## src/rtl/event_scheduler.sv

```systemverilog
`default_nettype none
// ============================================================================
// Module : event_scheduler
// Timestamps input events and periodic deadlines, queues them in a small FIFO
// and issues them one at a time to the evaluator (valid/ready/done).
// Rev    : 1.0
// ============================================================================
module event_scheduler #(
  parameter int         DATA_W        = 64,
  parameter int         TS_W          = 64,
  parameter int         PERIOD_CYCLES = 500,
  parameter int         QUEUE_DEPTH   = 4,
  parameter logic [3:0] PERIODIC_MASK = 4'b1110
) (
  input  logic                     clk,
  input  logic                     rst,
  input  logic                     en,
  input  logic signed [DATA_W-1:0] input_0,
  input  logic                     new_input_0,
  output logic                     eval_valid,
  input  logic                     eval_ready,
  input  logic                     eval_done,
  output logic signed [DATA_W-1:0] eval_data,
  output logic [TS_W-1:0]          eval_ts,
  output logic                     enable_in0,
  output logic                     enable_out0,
  output logic                     enable_out1,
  output logic                     enable_out2,
  output logic                     enable_out3,
  output logic                     q_push,
  output logic                     q_push_valid,
  output logic                     q_pop,
  output logic                     q_pop_valid,
  output logic                     overflow
);

  localparam int c_per_w = (PERIOD_CYCLES > 2) ? $clog2(PERIOD_CYCLES) : 1;
  localparam int c_ptr_w = (QUEUE_DEPTH > 2) ? $clog2(QUEUE_DEPTH) : 1;
  localparam int c_cnt_w = $clog2(QUEUE_DEPTH + 1);
  localparam logic [c_per_w-1:0] c_period_last = c_per_w'(PERIOD_CYCLES - 1);
  localparam logic [c_cnt_w-1:0] c_full        = c_cnt_w'(QUEUE_DEPTH);

  typedef struct packed {
    logic [TS_W-1:0]   ts;
    logic              in_flag;
    logic              dl_flag;
    logic [DATA_W-1:0] data;
  } entry_t;

  typedef enum logic [1:0] {
    IDLE  = 2'd0,
    ISSUE = 2'd1,
    BUSY  = 2'd2
  } state_t;

  logic [TS_W-1:0]    ts_q, ts_d;
  logic [c_per_w-1:0] period_q, period_d;
  entry_t             mem_q [QUEUE_DEPTH];
  entry_t             mem_d [QUEUE_DEPTH];
  logic [c_ptr_w-1:0] wr_ptr_q, wr_ptr_d;
  logic [c_ptr_w-1:0] rd_ptr_q, rd_ptr_d;
  logic [c_cnt_w-1:0] count_q, count_d;
  state_t             state_q, state_d;
  entry_t             lat_q, lat_d;
  logic               overflow_q, overflow_d;

  logic   w_deadline;
  logic   w_event;
  logic   w_full;
  logic   w_empty;
  logic   w_pop;
  logic   w_accept;
  logic   w_active;
  entry_t w_new_entry;
  entry_t w_cur;
  logic [3:0] w_out_en;

  always_comb begin
    w_deadline          = (period_q == c_period_last);
    w_event             = en & ~rst & (new_input_0 | w_deadline);
    w_full              = (count_q == c_full);
    w_empty             = (count_q == '0);
    w_pop               = en & ~rst & (state_q == ISSUE) & eval_ready;
    // A full FIFO still takes the new event when the head leaves this cycle.
    w_accept            = w_event & (~w_full | w_pop);
    w_new_entry.ts      = ts_q;
    w_new_entry.in_flag = new_input_0;
    w_new_entry.dl_flag = w_deadline;
    w_new_entry.data    = new_input_0 ? input_0 : '0;
  end

  always_comb begin
    ts_d       = ts_q;
    period_d   = period_q;
    mem_d      = mem_q;
    wr_ptr_d   = wr_ptr_q;
    rd_ptr_d   = rd_ptr_q;
    count_d    = count_q;
    state_d    = state_q;
    lat_d      = lat_q;
    overflow_d = overflow_q;

    if (en) begin
      ts_d     = ts_q + TS_W'(1);
      period_d = w_deadline ? '0 : period_q + c_per_w'(1);

      if (w_accept) begin
        mem_d[wr_ptr_q] = w_new_entry;
        wr_ptr_d        = wr_ptr_q + c_ptr_w'(1);
      end
      if (w_pop) begin
        rd_ptr_d = rd_ptr_q + c_ptr_w'(1);
      end
      case ({w_accept, w_pop})
        2'b10:   count_d = count_q + c_cnt_w'(1);
        2'b01:   count_d = count_q - c_cnt_w'(1);
        default: count_d = count_q;
      endcase
      if (w_event && !w_accept) begin
        overflow_d = 1'b1;
      end

      case (state_q)
        IDLE: begin
          if (!w_empty) state_d = ISSUE;
        end
        ISSUE: begin
          if (w_pop) begin
            lat_d   = mem_q[rd_ptr_q];
            state_d = BUSY;
          end
        end
        BUSY: begin
          if (eval_done) state_d = IDLE;
        end
        default: state_d = IDLE;
      endcase
    end
  end

  always_ff @(posedge clk) begin
    if (rst) begin
      ts_q       <= '0;
      period_q   <= '0;
      wr_ptr_q   <= '0;
      rd_ptr_q   <= '0;
      count_q    <= '0;
      state_q    <= IDLE;
      lat_q      <= '0;
      overflow_q <= 1'b0;
      for (int i = 0; i < QUEUE_DEPTH; i++) begin
        mem_q[i] <= '0;
      end
    end else begin
      ts_q       <= ts_d;
      period_q   <= period_d;
      wr_ptr_q   <= wr_ptr_d;
      rd_ptr_q   <= rd_ptr_d;
      count_q    <= count_d;
      state_q    <= state_d;
      lat_q      <= lat_d;
      overflow_q <= overflow_d;
      mem_q      <= mem_d;
    end
  end

  // ISSUE shows the live FIFO head; BUSY shows the copy taken at the pop.
  always_comb begin
    w_active = (state_q == ISSUE) || (state_q == BUSY);
    w_cur    = (state_q == BUSY) ? lat_q : mem_q[rd_ptr_q];
    for (int i = 0; i < 4; i++) begin
      w_out_en[i] = w_active & (PERIODIC_MASK[i] ? w_cur.dl_flag : w_cur.in_flag);
    end
  end

  assign eval_valid   = (state_q == ISSUE);
  assign eval_data    = w_active ? w_cur.data : '0;
  assign eval_ts      = w_active ? w_cur.ts : '0;
  assign enable_in0   = w_active & w_cur.in_flag;
  assign enable_out0  = w_out_en[0];
  assign enable_out1  = w_out_en[1];
  assign enable_out2  = w_out_en[2];
  assign enable_out3  = w_out_en[3];
  assign q_push       = w_event;
  assign q_push_valid = w_accept;
  assign q_pop        = w_pop;
  assign q_pop_valid  = ~w_empty;
  assign overflow     = overflow_q;

endmodule
`default_nettype wire

```

## config.mk

```make
export PLATFORM = sky130hd
export DESIGN_NAME = event_scheduler
export DESIGN_NICKNAME = d
export VERILOG_FILES = /design/src/rtl/event_scheduler.sv
export SDC_FILE = /design/constraint.sdc
export NUM_CORES = 2
export LEC_CHECK = 0
export CAP_MARGIN = 20
export CORE_ASPECT_RATIO = 0.75
export CORE_UTILIZATION = 45
export CTS_CLUSTER_SIZE = 10
export DETAILED_ROUTE_END_ITERATION = 8
export GPL_TIMING_DRIVEN = 0
export PLACE_DENSITY = 0.66
export REMOVE_ABC_BUFFERS = 1
export SYNTH_ARGS = -nofsm -noshare
export SYNTH_HDL_FRONTEND = slang
export SYNTH_SLANG_ARGS = --single-unit
```

## constraint.sdc

```tcl
create_clock -name clk -period 2.96 [get_ports clk]
set_clock_uncertainty 0.2 [all_clocks]
set_input_delay 0.296 -clock clk [delete_from_list [all_inputs] [get_ports clk]]
set_output_delay 0.296 -clock clk [all_outputs]
set_load 0.02 [all_outputs]
```

==> impl_metrics.tcl <==
set metrics [dict create \
    detail_route.drc_violations 0 \
    fillCellCount 6351 \
    cpPeakStageDelay_ns 0.53 \
    numClockSinks 733 \
    final_max_slew_viol_count 0 \
    combined_area_of_all_synthesized_cells_um2 32000 \
    gp_congestion 0.722 \
    clock_tree.buffer_depth 3 \
    antenna_violations_before_repair 3 \
    busiest_layer "met2" \
    synth_edf_count 0 \
    drt-wirelength-per-cell_um 22.0 \
    ant_nets 0 \
    grtUsageTotal 0.300 \
    multi_input_comb_area_um2 16100 \
    syn_inst 3968 \
    clk-insertion-delay-late_ns 0.63 \
    area_growth_syn_to_fin_pct 21.1 \
    synth_sequential_area_ratio 0.458 \
    largest_net_degree_at_the_start_of_global_routing 155 \
    final_hold_viol_count 0 \
    die_area_um2 72300 \
    htree_levels 3 \
    grt_overflow 0 \
    finalCritPeriodShare 0.989 \
    layout-drive-gt1-share 0.147 \
    fin_crit_ns 2.93 \
    max_slew_margin 0.397 \
    crit_arrival_ns 2.43 \
    worst_setup_hold_path_clk_slew_ns 0.06 \
    drtPass1Iterations 5 \
    avgViaCountPerCell 5.81 \
    worstSetupStartpointType "flip-flop" \
    cp_num_buf_inv 4 \
    avgSynthCellArea_um2 8.07 \
    min-delay-path-class "in -> reg" \
    cp_cell_sequence "buf_16 > buf_16 > buf_4 > mux4_2 > nand2_1 > a21boi_0 > buf_4" \
    synthesized_area_fraction_occupied_by_ao_oa_aoi_and_oai_cells 0.142 \
    worst-setup-path-type "reg -> out" \
    fin_nets 4150 \
    dr.first_iter.drc_count 3256 \
    timing.critical_path.max_delay_family "buffers and inverters" \
    ys_warn_count 0 \
    post_layout_total_power_uw 19900 \
    worstHoldStart "new_input_0" \
    gr-usage-met2 0.475 \
    simple_logic_cell_fraction_of_the_synthesized_area 0.234 \
    globalRouteMet1Util 0.421 \
    postLayoutSetupSlackWorst_ns 0.0328 \
    cts_made_buffers 83 \
    io_pins 209 \
    required_ns 2.46 \
    io_buffers 208 \
    ff2ff_setup_slack_ns 0.14 \
    timing.critical_path.slowest_stage_cell "mux4_2" \
    ys.flop_type "dfxtp_1" \
    synth_cell_types 45 \
    async_reset_ff_frac 0 \
    r2r_path_start "state_q[0]" \
    crit_fanout 7 \
    outcome "complete, no violations" \
    synthMuxAreaShare 0.0943 \
    worst_r2r_path_depth 11 \
    num_vias 29200 \
    report.final.setup_viol 0 \
    detail_route.wirelength_um 110000 \
    irDropWorstVdd_mv 0.487 \
    yosys.area_share.adder 0.00531 \
    hpwl_um 49900 \
    die_width_um 310 \
    regToRegEndpoint "mem_q[400]" \
    fp.coreArea_um2 70200 \
    clock-root-buffer "clkbuf_16" \
    stdcell_count 5025 \
    place.detailed.instances 4781 \
    initial_core_utilization 0.456 \
    timing.hold.worst_path_depth 4 \
    xor_and_xnor_fraction_of_the_mapped_netlist_area 0.0137 \
    dieHeight_um 233 \
    hold-path-endpoint "mem_q[139]" \
    tightestPinTransition_ns 0.896 \
    power_per_cell_area_nw_per_um2 514 \
    globalRouteMet3Util 0.0473 \
    final.setup.tns_ns 0 \
    placement.setup.worst_slack_ns -3.43 \
    p_leak_uw 0.0124 \
    grt_pass1_vias 26800 \
    global_route_wire_length_before_repair_um 166000 \
    timing.fmax_ghz 0.342 \
    setup.worst_path.end_class "output port" \
    cts_tree "built" \
    rows 84 \
    synth_top_family_by_area "simple AND/OR/NAND/NOR gates" \
    maxCapViolations 0 \
    flip_flop_and_latch_count_after_synthesis 733 \
    area_taken_by_flip_flops_and_latches_um2 14700 \
]
-- sequential cells by signal (all words and copies together) (netlist names) --
signal	cells
state_q	2
period_q	9
overflow	1
lat_q	130
rd_ptr_q	2
mem_q	520
count_q	3
wr_ptr_q	2
ts_q	64
-- metal layers --
metal | vias up | wire (µm)
met2 | 1378 | 50600
met4 | 2 | 2920
met5 | - | 15
li1 | 13600 | -
met3 | 197 | 9800
met1 | 14000 | 47100
-- report_power, final --
| part | switching, µW | internal (µW) | total (µW) |
|---|---|---|---|
| Combinational | 616 | 344 | 960 |
| Clock | 3950 | 5080 | 9040 |
| Sequential | 25.9 | 9900 | 9920 |
-- metrics by stage --
stage                      util  area [µm²]  hold WS [ns]
after global routing      0.552       38800        0.0232
after CTS                 0.547       38400       0.00772
final                     0.552       38800        0.0291
after global placement    0.480       33700         0.238
after detailed placement  0.496       34800         0.243
after floorplan               -       30400         0.165
-- Yosys cell counts, types with 14 or more instances --
master	n	area, µm²
nor2_1	71	267
nand3_1	285	1430
nand4_1	38	238
clkbuf_1	235	882
dfxtp_1	733	14700
or3_1	17	106
buf_1	39	146
buf_2	84	420
nand2_1	1329	4990
xor2_1	35	307
xnor2_1	15	131
o21ai_0	23	115
a21oi_1	671	3360
buf_4	19	143
a21boi_0	130	976
inv_1	14	52.6
mux4_2	130	2930
-- worst reg2reg max path, stage by stage (launching register included) --
cell and delay (ns):
dfxtp_4 0.36, buf_4 0.11, ha_4 0.13, nand3_4 0.09, buf_12 0.16, buf_16 0.14
clkinv_16 0.10, o21a_1 0.42, and3_4 0.33, buf_16 0.31, nand3_1 0.20, a21oi_1 0.18
-- timing repair --
item / CTS / global route
resized for setup: 737 / 76
gates cloned: 38 / 4
hold buffers: 7 / 0
setup buffers: 61 / 38
pin swaps: 24 / 7
endpoints found under the hold margin: 87 / 0
setup endpoints to repair: 818 / 202
-- cells in the final DEF, fill, tap and decap left out, types with 9 or more instances in the layout --
master / count
and3_1: 9
a21boi_1: 31
clkbuf_2: 9
buf_12: 26
a21boi_0: 78
inv_1: 11
clkbuf_16: 88
buf_4: 92
nand2_1: 1326
nor2_1: 70
mux4_2: 130
or3_1: 17
a21oi_1: 671
buf_2: 87
clkdlybuf4s15_2: 12
nor3_1: 9
o21ai_0: 23
buf_16: 45
clkdlybuf4s50_1: 69
bufbuf_16: 11
a21boi_2: 20
nand3_1: 281
nand4_1: 39
xor2_1: 35
dfxtp_1: 729
xnor2_1: 15
-- area by class of cell --
class                           count  area share
Antenna cell                        2    0.000129
Multi-Input combinational cell   2852       0.414
Timing Repair inverter              6     0.00203
Timing Repair Buffer              376       0.115
Inverter                           15     0.00268
Sequential cell                   733       0.379
Tap cell                          946      0.0305
Clock buffer                       90      0.0553
Clock inverter                      5     0.00161
-- cell families after synthesis --
group | after synthesis
multiplexers | 139
AND/OR/NAND/NOR | 1804
flip-flops | 733
adder cells (fa/ha/maj) | 13
XOR/XNOR | 50
AO/OA/AOI/OAI | 835
buffers and inverters | 394
-- worst max-delay path by stage --
stage / start / end / slack, ns / cells after the start
CTS: rd_ptr_q[0] / eval_ts[39] / -0.1 / 6
global route: state_q[0] / q_push_valid / -0.02 / 10
global placement: rst / mem_q[267] / -34.95 / 8
floorplan: rd_ptr_q[0] / enable_out1 / -4.74 / 3
detailed placement: en / count_q[2] / -3.43 / 15
finish: rd_ptr_q[0] / eval_ts[24] / 0.03 / 7
Power figures use the tool's default switching activity.
